--- config.mk ---
export PLATFORM = sky130hd
export DESIGN_NAME = cal_arbiter_rr_flat
export DESIGN_NICKNAME = d
export VERILOG_FILES = /design/src/rtl/cal_arbiter_rr_if.sv /design/src/rtl/cal_arbiter_rr.sv /design/src/flat_wrapper.sv
export SDC_FILE = /design/constraint.sdc
export NUM_CORES = 1
export LEC_CHECK = 0
export BUFFER_PORTS_ARGS = -buffer_cell sky130_fd_sc_hd__buf_2
export CAP_MARGIN = 0
export CELL_PAD_IN_SITES_DETAIL_PLACEMENT = 2
export CELL_PAD_IN_SITES_GLOBAL_PLACEMENT = 2
export CORE_MARGIN = 2
export CORE_UTILIZATION = 34
export DETAILED_ROUTE_END_ITERATION = 8
export PLACE_DENSITY_LB_ADDON = 0.15
export SLEW_MARGIN = 5
export SYNTH_ARGS = -nofsm -noshare
export SYNTH_HDL_FRONTEND = slang
export SYNTH_SLANG_ARGS = --single-unit
--- constraint.sdc ---
create_clock -name clk -period 2.5 [get_ports clk]
set_clock_uncertainty 0.1 [all_clocks]
set_input_delay 0.375 -clock clk [delete_from_list [all_inputs] [get_ports clk]]
set_output_delay 0.375 -clock clk [all_outputs]
set_load 0.1 [all_outputs]
--- src/rtl/cal_arbiter_rr_if.sv ---
// Requester-side bundle of the picture-memory port arbiter: request vector,
// mode select and the registered grant outputs.
interface cal_arbiter_rr_if #(
  parameter int N = 4
);
  localparam int IW = (N > 1) ? $clog2(N) : 1;

  logic [N-1:0]  req;
  logic          fixed_pri;
  logic [N-1:0]  grant;
  logic [IW-1:0] grant_id;
  logic          grant_valid;
  logic          preempt;

  modport master (
    output req, fixed_pri,
    input  grant, grant_id, grant_valid, preempt
  );

  modport slave (
    input  req, fixed_pri,
    output grant, grant_id, grant_valid, preempt
  );
endinterface

--- src/rtl/cal_arbiter_rr.sv ---
// N-way round-robin / fixed-priority arbiter for the shared picture-memory port,
// with hold-time preemption after MAX_HOLD cycles when another requester waits.
module cal_arbiter_rr #(
  parameter int N        = 4,
  parameter int MAX_HOLD = 16
) (
  input logic           clk,
  input logic           rst,
  cal_arbiter_rr_if.slave bus
);
  localparam int IW = $clog2(N);
  localparam int CW = (MAX_HOLD > 0) ? $clog2(MAX_HOLD + 1) : 1;

  typedef enum logic {IDLE, BUSY} state_t;

  state_t        state, state_nxt;
  logic [N-1:0]  grant_q, grant_nxt;
  logic [IW-1:0] id_q, id_nxt;
  logic [IW-1:0] rr_ptr, rr_nxt;
  logic          pre_q, pre_nxt;
  logic [CW-1:0] hold_q, hold_nxt;

  logic          owner_req, others, timeout, take;
  logic [N-1:0]  cand;
  logic [IW-1:0] rr_win, fx_win, win;
  logic          rr_hit;

  assign owner_req = (state == BUSY) && bus.req[id_q];
  assign others    = |(bus.req & ~grant_q);
  assign timeout   = (MAX_HOLD != 0) && owner_req && others && (hold_q == CW'(MAX_HOLD));
  // On preemption the owner's req is still high, so it must be masked out.
  assign cand      = timeout ? (bus.req & ~grant_q) : bus.req;

  always_comb begin
    rr_win = '0;
    rr_hit = 1'b0;
    for (int i = 1; i <= N; i++) begin
      int s;
      s = int'(rr_ptr) + i;
      if (s >= N) s = s - N;
      if (!rr_hit && cand[s[IW-1:0]]) begin
        rr_hit = 1'b1;
        rr_win = s[IW-1:0];
      end
    end
  end

  always_comb begin
    fx_win = '0;
    for (int i = N - 1; i >= 0; i--)
      if (cand[i]) fx_win = IW'(i);
  end

  assign win  = bus.fixed_pri ? fx_win : rr_win;
  assign take = (|cand) && ((state == IDLE) || !owner_req || timeout);

  // State register
  always_ff @(posedge clk) begin
    if (rst) begin
      state   <= IDLE;
      grant_q <= '0;
      id_q    <= '0;
      rr_ptr  <= IW'(N - 1);
      pre_q   <= 1'b0;
      hold_q  <= '0;
    end else begin
      state   <= state_nxt;
      grant_q <= grant_nxt;
      id_q    <= id_nxt;
      rr_ptr  <= rr_nxt;
      pre_q   <= pre_nxt;
      hold_q  <= hold_nxt;
    end
  end

  // Next state
  always_comb begin
    state_nxt = state;
    case (state)
      IDLE: if (|bus.req) state_nxt = BUSY;
      BUSY: if (!owner_req && !others) state_nxt = IDLE;
      default: state_nxt = IDLE;
    endcase
  end

  // Registered output values
  always_comb begin
    grant_nxt = grant_q;
    id_nxt    = id_q;
    rr_nxt    = rr_ptr;
    pre_nxt   = 1'b0;
    hold_nxt  = hold_q;
    if (take) begin
      grant_nxt = {{(N-1){1'b0}}, 1'b1} << win;
      id_nxt    = win;
      rr_nxt    = win;
      hold_nxt  = CW'(1);
      pre_nxt   = timeout;
    end else if (state == BUSY && !owner_req) begin
      grant_nxt = '0;
      hold_nxt  = '0;
    end else if (state == BUSY && MAX_HOLD != 0 && hold_q < CW'(MAX_HOLD)) begin
      hold_nxt  = hold_q + CW'(1);
    end
  end

  assign bus.grant       = grant_q;
  assign bus.grant_id    = id_q;
  assign bus.grant_valid = |grant_q;
  assign bus.preempt     = pre_q;
endmodule

--- src/flat_wrapper.sv ---
// flat-port wrapper written by rule: the top's interface ports become plain ports
module cal_arbiter_rr_flat 
#(
  parameter int N        = 4,
  parameter int MAX_HOLD = 16
)
  (clk, rst, bus_req, bus_fixed_pri, bus_grant, bus_grant_id, bus_grant_valid, bus_preempt);
  cal_arbiter_rr_if #(.N(N)) bus_i ();
  input logic clk;
  input logic rst;
  input wire logic [$bits(bus_i.req)-1:0] bus_req;
  input wire logic [$bits(bus_i.fixed_pri)-1:0] bus_fixed_pri;
  output wire logic [$bits(bus_i.grant)-1:0] bus_grant;
  output wire logic [$bits(bus_i.grant_id)-1:0] bus_grant_id;
  output wire logic [$bits(bus_i.grant_valid)-1:0] bus_grant_valid;
  output wire logic [$bits(bus_i.preempt)-1:0] bus_preempt;
  assign bus_i.req = bus_req;
  assign bus_i.fixed_pri = bus_fixed_pri;
  assign bus_grant = bus_i.grant;
  assign bus_grant_id = bus_i.grant_id;
  assign bus_grant_valid = bus_i.grant_valid;
  assign bus_preempt = bus_i.preempt;
  cal_arbiter_rr #(.N(N), .MAX_HOLD(MAX_HOLD)) u_core (.clk(clk), .rst(rst), .bus(bus_i));
endmodule
# After elaboration in Yosys (flattened, before gate mapping)
# Cells that the tools add are included.
[word_totals]
reg_bits = 15
input_bits = 7
output_inout_bits = 8
[op_classes]
add_sub_neg = 9
order_cmp = 10
n_eq_ne = 1
shifts = 1
n_mux = 35
bitwise = 4
n_reduce_logical = 25
[op_table]
columns = ["op", "n"]
rows = [
  ["2-bit 2-to-1 mux", 13],
  ["4-bit OR reduction", 4],
  ["2-bit by 3-bit less-than comparator with 1-bit output, second input constant", 5],
  ["1-bit 2-to-1 mux", 13],
  ["4-bit 2-to-1 mux", 3],
  ["1-bit binary-select mux with 2-bit select", 5],
  ["1-bit logical AND", 10],
  ["3-bit >= comparator, second input constant", 3],
  ["2-bit by 1-bit subtractor with 2-bit output, second input constant", 4],
  ["2-bit by 2-bit adder with 3-bit output, second input constant", 2],
  ["5-bit by 1-bit adder with 5-bit output, second input constant", 1],
  ["5-bit equality test, second input constant", 1],
  ["1-bit logical NOT", 5],
  ["5-bit less-than comparator, second input constant", 1],
  ["2-bit by 3-bit adder with 4-bit output, second input constant", 1],
  ["4-bit AND", 1],
  ["4-bit by 3-bit >= comparator with 1-bit output, second input constant", 1],
  ["4-bit NOT", 1],
  ["1-bit by 2-bit left shift with 4-bit output, first input constant", 1],
  ["2-bit by 1-bit adder with 3-bit output, second input constant", 1],
  ["3-bit nonzero test", 1],
  ["3-bit OR reduction", 1],
  ["1-bit logical OR", 2],
  ["1-bit NOT", 2],
  ["other kinds (3)", 3],
]

# Logic depth before layout (Yosys ltp)
[logic_depth]
ltp_word = 21
mapped_depth = 9
mapped_depth_nobuf = 9

# Least setup slack after synthesis
# No wires, ideal clock.
[synth_timing]
kind = "flip-flop to flip-flop"
startpoint = "register u_core.id_q[0] (netlist: u_core.bus.grant_id[0])"
endpoint = "register u_core.grant_q[1] (netlist: u_core.bus.grant[1])"
setup_ns = 0.076
arrival_ns = 2.803
required_time_ns = 2.324
setup_slack_ns = -0.479
path_stages_with_launch = 8
synth_period_minus_slack_ns = 2.979
path_cell_list = "dfxtp_1 mux2i_1 o22a_4 o31ai_4 a41oi_4 or3_1 clkbuf_1 o22ai_1"
[synth_between]
elab_chain_len = 21
elab_cells_between_ends = 41
cone_classes = "shift: 1; mux: 24; reduce/logical: 16"
[synth_lines]
columns = ["item", "line", "rtl"]
rows = [
  ["from (decl)", "cal_arbiter_rr.sv:18", "logic [IW-1:0] id_q, id_nxt;"],
  ["from (signal assigned)", "cal_arbiter_rr.sv:69", "id_q <= id_nxt;"],
  ["1-bit binary-select mux with 2-bit select (*)", "cal_arbiter_rr.sv:28", "assign owner_req = (state == BUSY) && bus.req[id_q];"],
  ["1-bit 2-to-1 mux (not written as such) (*)", "cal_arbiter_rr.sv:28", ""],
  ["1-bit logical AND (*)", "cal_arbiter_rr.sv:28", ""],
  ["1-bit logical AND (2 in a row)", "cal_arbiter_rr.sv:30", "assign timeout = (MAX_HOLD != 0) && owner_req && others && (hold_q == CW'(MAX_HOLD));"],
  ["4-bit 2-to-1 mux", "cal_arbiter_rr.sv:32", "assign cand = timeout ? (bus.req & ~grant_q) : bus.req;"],
  ["1-bit binary-select mux with 2-bit select", "cal_arbiter_rr.sv:41", "if (!rr_hit && cand[s[IW-1:0]]) begin"],
  ["1-bit 2-to-1 mux (not written as such)", "cal_arbiter_rr.sv:41", ""],
  ["1-bit 2-to-1 mux", "cal_arbiter_rr.sv:41", ""],
  ["(+4 left out)", "n/a", ""],
  ["1-bit logical AND", "cal_arbiter_rr.sv:41", ""],
  ["1-bit 2-to-1 mux", "cal_arbiter_rr.sv:41", ""],
  ["1-bit logical NOT", "cal_arbiter_rr.sv:41", ""],
  ["1-bit logical AND", "cal_arbiter_rr.sv:41", ""],
  ["2-bit 2-to-1 mux", "cal_arbiter_rr.sv:41", ""],
  ["2-bit 2-to-1 mux", "cal_arbiter_rr.sv:54", "assign win = bus.fixed_pri ? fx_win : rr_win;"],
  ["1-bit by 2-bit left shift with 4-bit output", "cal_arbiter_rr.sv:94", "grant_nxt = {{(N-1){1'b0}}, 1'b1} << win;"],
  ["4-bit 2-to-1 mux", "cal_arbiter_rr.sv:93", "if (take) begin"],
  ["to (signal assigned)", "cal_arbiter_rr.sv:68", "grant_q <= grant_nxt;"],
  ["to (decl)", "cal_arbiter_rr.sv:17", "logic [N-1:0] grant_q, grant_nxt;"],
]
# Mark *: on every way between the ends. The rest lies on a longest branch, timed or not. The select of a mux whose other input is x is not followed.
# A chain may end at the register's enable or synchronous reset.

# Worst setup path after layout
[layout_timing]
startpoint = "register u_core.hold_q[1]"
endpoint = "register u_core.grant_q[0] (netlist: u_core.bus.grant[0])"
[layout_between]
elab_chain_len = 18
elab_cells_between_ends = 35
cone_classes = "eq/ne: 1; shift: 1; mux: 22; reduce/logical: 11"
[layout_lines]
columns = ["item", "line", "rtl"]
rows = [
  ["from (decl)", "cal_arbiter_rr.sv:21", "logic [CW-1:0] hold_q, hold_nxt;"],
  ["from (signal assigned)", "cal_arbiter_rr.sv:72", "hold_q <= hold_nxt;"],
  ["5-bit equality test (*)", "cal_arbiter_rr.sv:30", ""],
  ["1-bit logical AND (*)", "cal_arbiter_rr.sv:30", ""],
  ["4-bit 2-to-1 mux", "cal_arbiter_rr.sv:32", ""],
  ["1-bit binary-select mux with 2-bit select", "cal_arbiter_rr.sv:41", ""],
  ["1-bit 2-to-1 mux (not written as such)", "cal_arbiter_rr.sv:41", ""],
  ["1-bit 2-to-1 mux", "cal_arbiter_rr.sv:41", ""],
  ["1-bit logical NOT", "cal_arbiter_rr.sv:41", ""],
  ["1-bit logical AND", "cal_arbiter_rr.sv:41", ""],
  ["(+2 left out)", "n/a", ""],
  ["1-bit logical AND", "cal_arbiter_rr.sv:41", ""],
  ["1-bit 2-to-1 mux", "cal_arbiter_rr.sv:41", ""],
  ["1-bit logical NOT", "cal_arbiter_rr.sv:41", ""],
  ["1-bit logical AND", "cal_arbiter_rr.sv:41", ""],
  ["2-bit 2-to-1 mux", "cal_arbiter_rr.sv:41", ""],
  ["2-bit 2-to-1 mux", "cal_arbiter_rr.sv:54", ""],
  ["1-bit by 2-bit left shift with 4-bit output", "cal_arbiter_rr.sv:94", ""],
  ["4-bit 2-to-1 mux", "cal_arbiter_rr.sv:93", ""],
]
# Marks and branches as above.

==> impl_metrics.env <==
export IMPL_status="finished with violations"
export IMPL_violations="design-rule violations"
export IMPL_r2r_slack_ns=0.05
export IMPL_max_freq_ghz=0.407
export IMPL_hpwl_mm=2.80
export IMPL_syn2layout_area_growth_pct=37.8
export IMPL_crit_start="u_core.hold_q[1]"
export IMPL_ff2ff_path_depth=11
export IMPL_grt_pass1_vias=1114
export IMPL_die_area_um2=3480
export IMPL_rsz0062_at_grt="yes"
export IMPL_grt_max_degree=12
export IMPL_cp_data_arrival_time_ns=2.58
export IMPL_vias=1045
export IMPL_ir_worst_vdd_uv=210
export IMPL_htree_num_levels=1
export IMPL_synthesis_area_per_instance_um2=9.51
export IMPL_yosysUniqueCellTypes=49
export IMPL_fp_coreArea_um2=2810
export IMPL_n_antenna_cell=0
export IMPL_yosys_warnings=0
export IMPL_io_buffers=14
export IMPL_path_clk_slew_ns=0.10
export IMPL_p_comb_share_pct=43.8
export IMPL_grt_use_total_pct=23.9
export IMPL_drt_iter0_markers=28
export IMPL_relSlewSlack_pct=66.4
export IMPL_crit_path_start_kind="register"
export IMPL_end_kind="register"
export IMPL_power_uw=788
export IMPL_fin_tns_setup_ns=0
export IMPL_seq_power_share_pct=36.9
export IMPL_power_internal_uw=429
export IMPL_p_leak_uw=0.000533
export IMPL_p_clk_share_pct=19.2
export IMPL_synth_edf_count=0
export IMPL_ioPinCount=15
export IMPL_avgRoutedWirePerCell_um=22.8
export IMPL_ys_seq_area_share_pct=29.2
export IMPL_antenna_left=0
export IMPL_ys_seq_elements=15
export IMPL_hold_viol=0
export IMPL_min_period_over_period_pct=98.2
export IMPL_period_needed_ns=2.45
export IMPL_hold_path_class="input pin to register"
export IMPL_power_switching_share_pct=45.5
export IMPL_hold_depth=2
export IMPL_crit_end="u_core.bus.grant[0]"
export IMPL_cap_violations=0
export IMPL_grt_pass1_wl_mm=5.98
export IMPL_final_cells=172
export IMPL_hold_buffers=0
export IMPL_hold_slack_ns=0.309
export IMPL_nNetsFinal=151
export IMPL_num_rows=19
export IMPL_crit_fanout=5
export IMPL_fin_util_pct=50.4
export IMPL_via_per_inst=6.08
export IMPL_cts_root_buf="clkbuf_4"
export IMPL_clk_latency_ns=0.29
export IMPL_worstSetupPathType="register to register"
export IMPL_drv_slew=0
export IMPL_wl_mm=3.93
export IMPL_start_util_pct=36.6
export IMPL_r2r_start="u_core.hold_q[1]"
export IMPL_drc=2
export IMPL_fill_cells=294
export IMPL_power_net_switching_uw=358
export IMPL_final_setup_viol_count=0
export IMPL_powerDensity_nw_per_um2=557
export IMPL_overflow=0
export IMPL_cts_tree="built"
export IMPL_synthArstFlopShare_pct=0
export IMPL_syn_area_um2=1030
export IMPL_place_inst=159
export IMPL_syn_inst=108
export IMPL_die_y_um=59.0
export IMPL_antenna_found_initial=0
export IMPL_min_delay_start="rst"
export IMPL_die_w_um=59.0
export IMPL_cts_buffer_depth=2
export IMPL_firstDrtPassIters=6
export IMPL_cts_sinks=15
export IMPL_drive_gt1_share_pct=51.1
export IMPL_numCtsBuffers=3
export IMPL_timing_critical_path_required_ns=2.63
export IMPL_synth_fp_nets=117
export IMPL_gp_congestion=0.866
export IMPL_timing_rr_end="u_core.bus.grant[0]"
export IMPL_synth_flop_cell="dfxtp_1"
export IMPL_tightest_slew_ns=0.503
==> power by group through the flow <==
stage / clock network [uW] / registers [uW] / logic (uW)
final: 151 / 291 / 345
after global routing: 169 / 293 / 365
after CTS: 155 / 289 / 315
after detailed placement: 0 / 292 / 295
after global placement: 0 / 289 / 285
after floorplan: 0 / 350 / 157
==> worst min-delay path by stage <==
stage                                         to  slack, ns
after floorplan                 u_core.hold_q[4]       0.36
after global placement          u_core.hold_q[4]       0.37
after detailed placement  u_core.bus.grant_id[1]       0.41
after CTS                       u_core.rr_ptr[0]       0.31
after global routing      u_core.bus.grant_id[1]       0.33
final                           u_core.hold_q[0]       0.31
==> critical path, cell delays in order (launching register included) <==
cell and delay (ns):
dfxtp_2 0.34, inv_2 0.07, ha_4 0.13, and4bb_2 0.28
o41ai_4 0.12, buf_6 0.16, o31ai_4 0.18, buf_4 0.15
o31a_1 0.22, o311ai_4 0.16, a32oi_4 0.29, a22o_1 0.20
==> placed cells by master (no fill, tap or decap), types with 3 or more instances in the layout <==
| cell | n |
|---|---|
| buf_4 | 16 |
| buf_2 | 14 |
| nor2_1 | 9 |
| inv_1 | 8 |
| dfxtp_1 | 8 |
| nand2_1 | 6 |
| a21oi_1 | 5 |
| dfxtp_4 | 5 |
| nor2b_2 | 3 |
| o31ai_4 | 3 |
| o31a_1 | 3 |
| clkbuf_4 | 3 |
==> metal layers <==
| metal | track usage [%] | share of wire [%] |
|---|---|---|
| met5 | 0 | 0 |
| met4 | 5.84 | 2.4 |
| met3 | 4.40 | 3.6 |
| met2 | 43.5 | 49 |
| met1 | 28.8 | 45 |
==> timing repair <==
action                                  CTS  global route
cloned                                    0             0
resized for setup                         9            12
pin swaps                                 7             9
endpoints found under the setup margin    5             6
buffers inserted                          2             7
==> layout make-up <==
class	instances	area, um^2	area share (%)
clock buffers	4	26.3	1.86
inverters	10	37.5	2.65
multi-input cells	81	790	55.8
flip-flops and latches	15	322	22.7
well taps	31	38.8	2.74
repair buffers	31	201	14.2
==> sequential cells by signal (all words and copies together), names as in the netlist <==
register	count
u_core.rr_ptr	2
u_core.state	1
u_core.bus.grant	4
u_core.hold_q	5
u_core.bus.preempt	1
u_core.bus.grant_id	2
==> cell usage after synthesis (2+ instances only) <==
master    n  area [um^2]
a31oi_1   3         18.8
o22ai_1   2         12.5
nor4_1    2         12.5
mux2i_1   2         20.0
nand4_1   2         12.5
o31a_1    3         26.3
o21ai_0   2         10.0
nor3_1    2         10.0
dfxtp_1  15          300
o31ai_4   3         63.8
nor2_1    9         33.8
inv_1    10         37.5
a21oi_1   7         35.0
nor2b_2   3         26.3
nand3_1   2         10.0
xor2_1    2         17.5
ha_1      2         25.0
nand2_1   6         22.5
==> stage by stage <==
step           cell area (um^2)  worst slack (ns)
6_report                   1420            0.0450
5_1_grt                    1420           -0.0636
2_1_floorplan              1050            0.0626
3_3_place_gp               1210           0.00687
3_5_place_dp               1210            -0.140
4_1_cts                    1310           0.00387
==> logic make-up after synthesis <==
group / after synthesis / share of synthesized area [%]
AOI/OAI and AO/OA: 39 / 39.2
xor gates and xnor gates: 3 / 2.56
adders and majority gates: 2 / 2.44
buffers and inverters: 12 / 4.51
DFF: 15 / 29.2
muxes: 3 / 3.05
and+or+nand+nor: 34 / 19.0
Note: power is estimated with default switching activity, not from simulation.
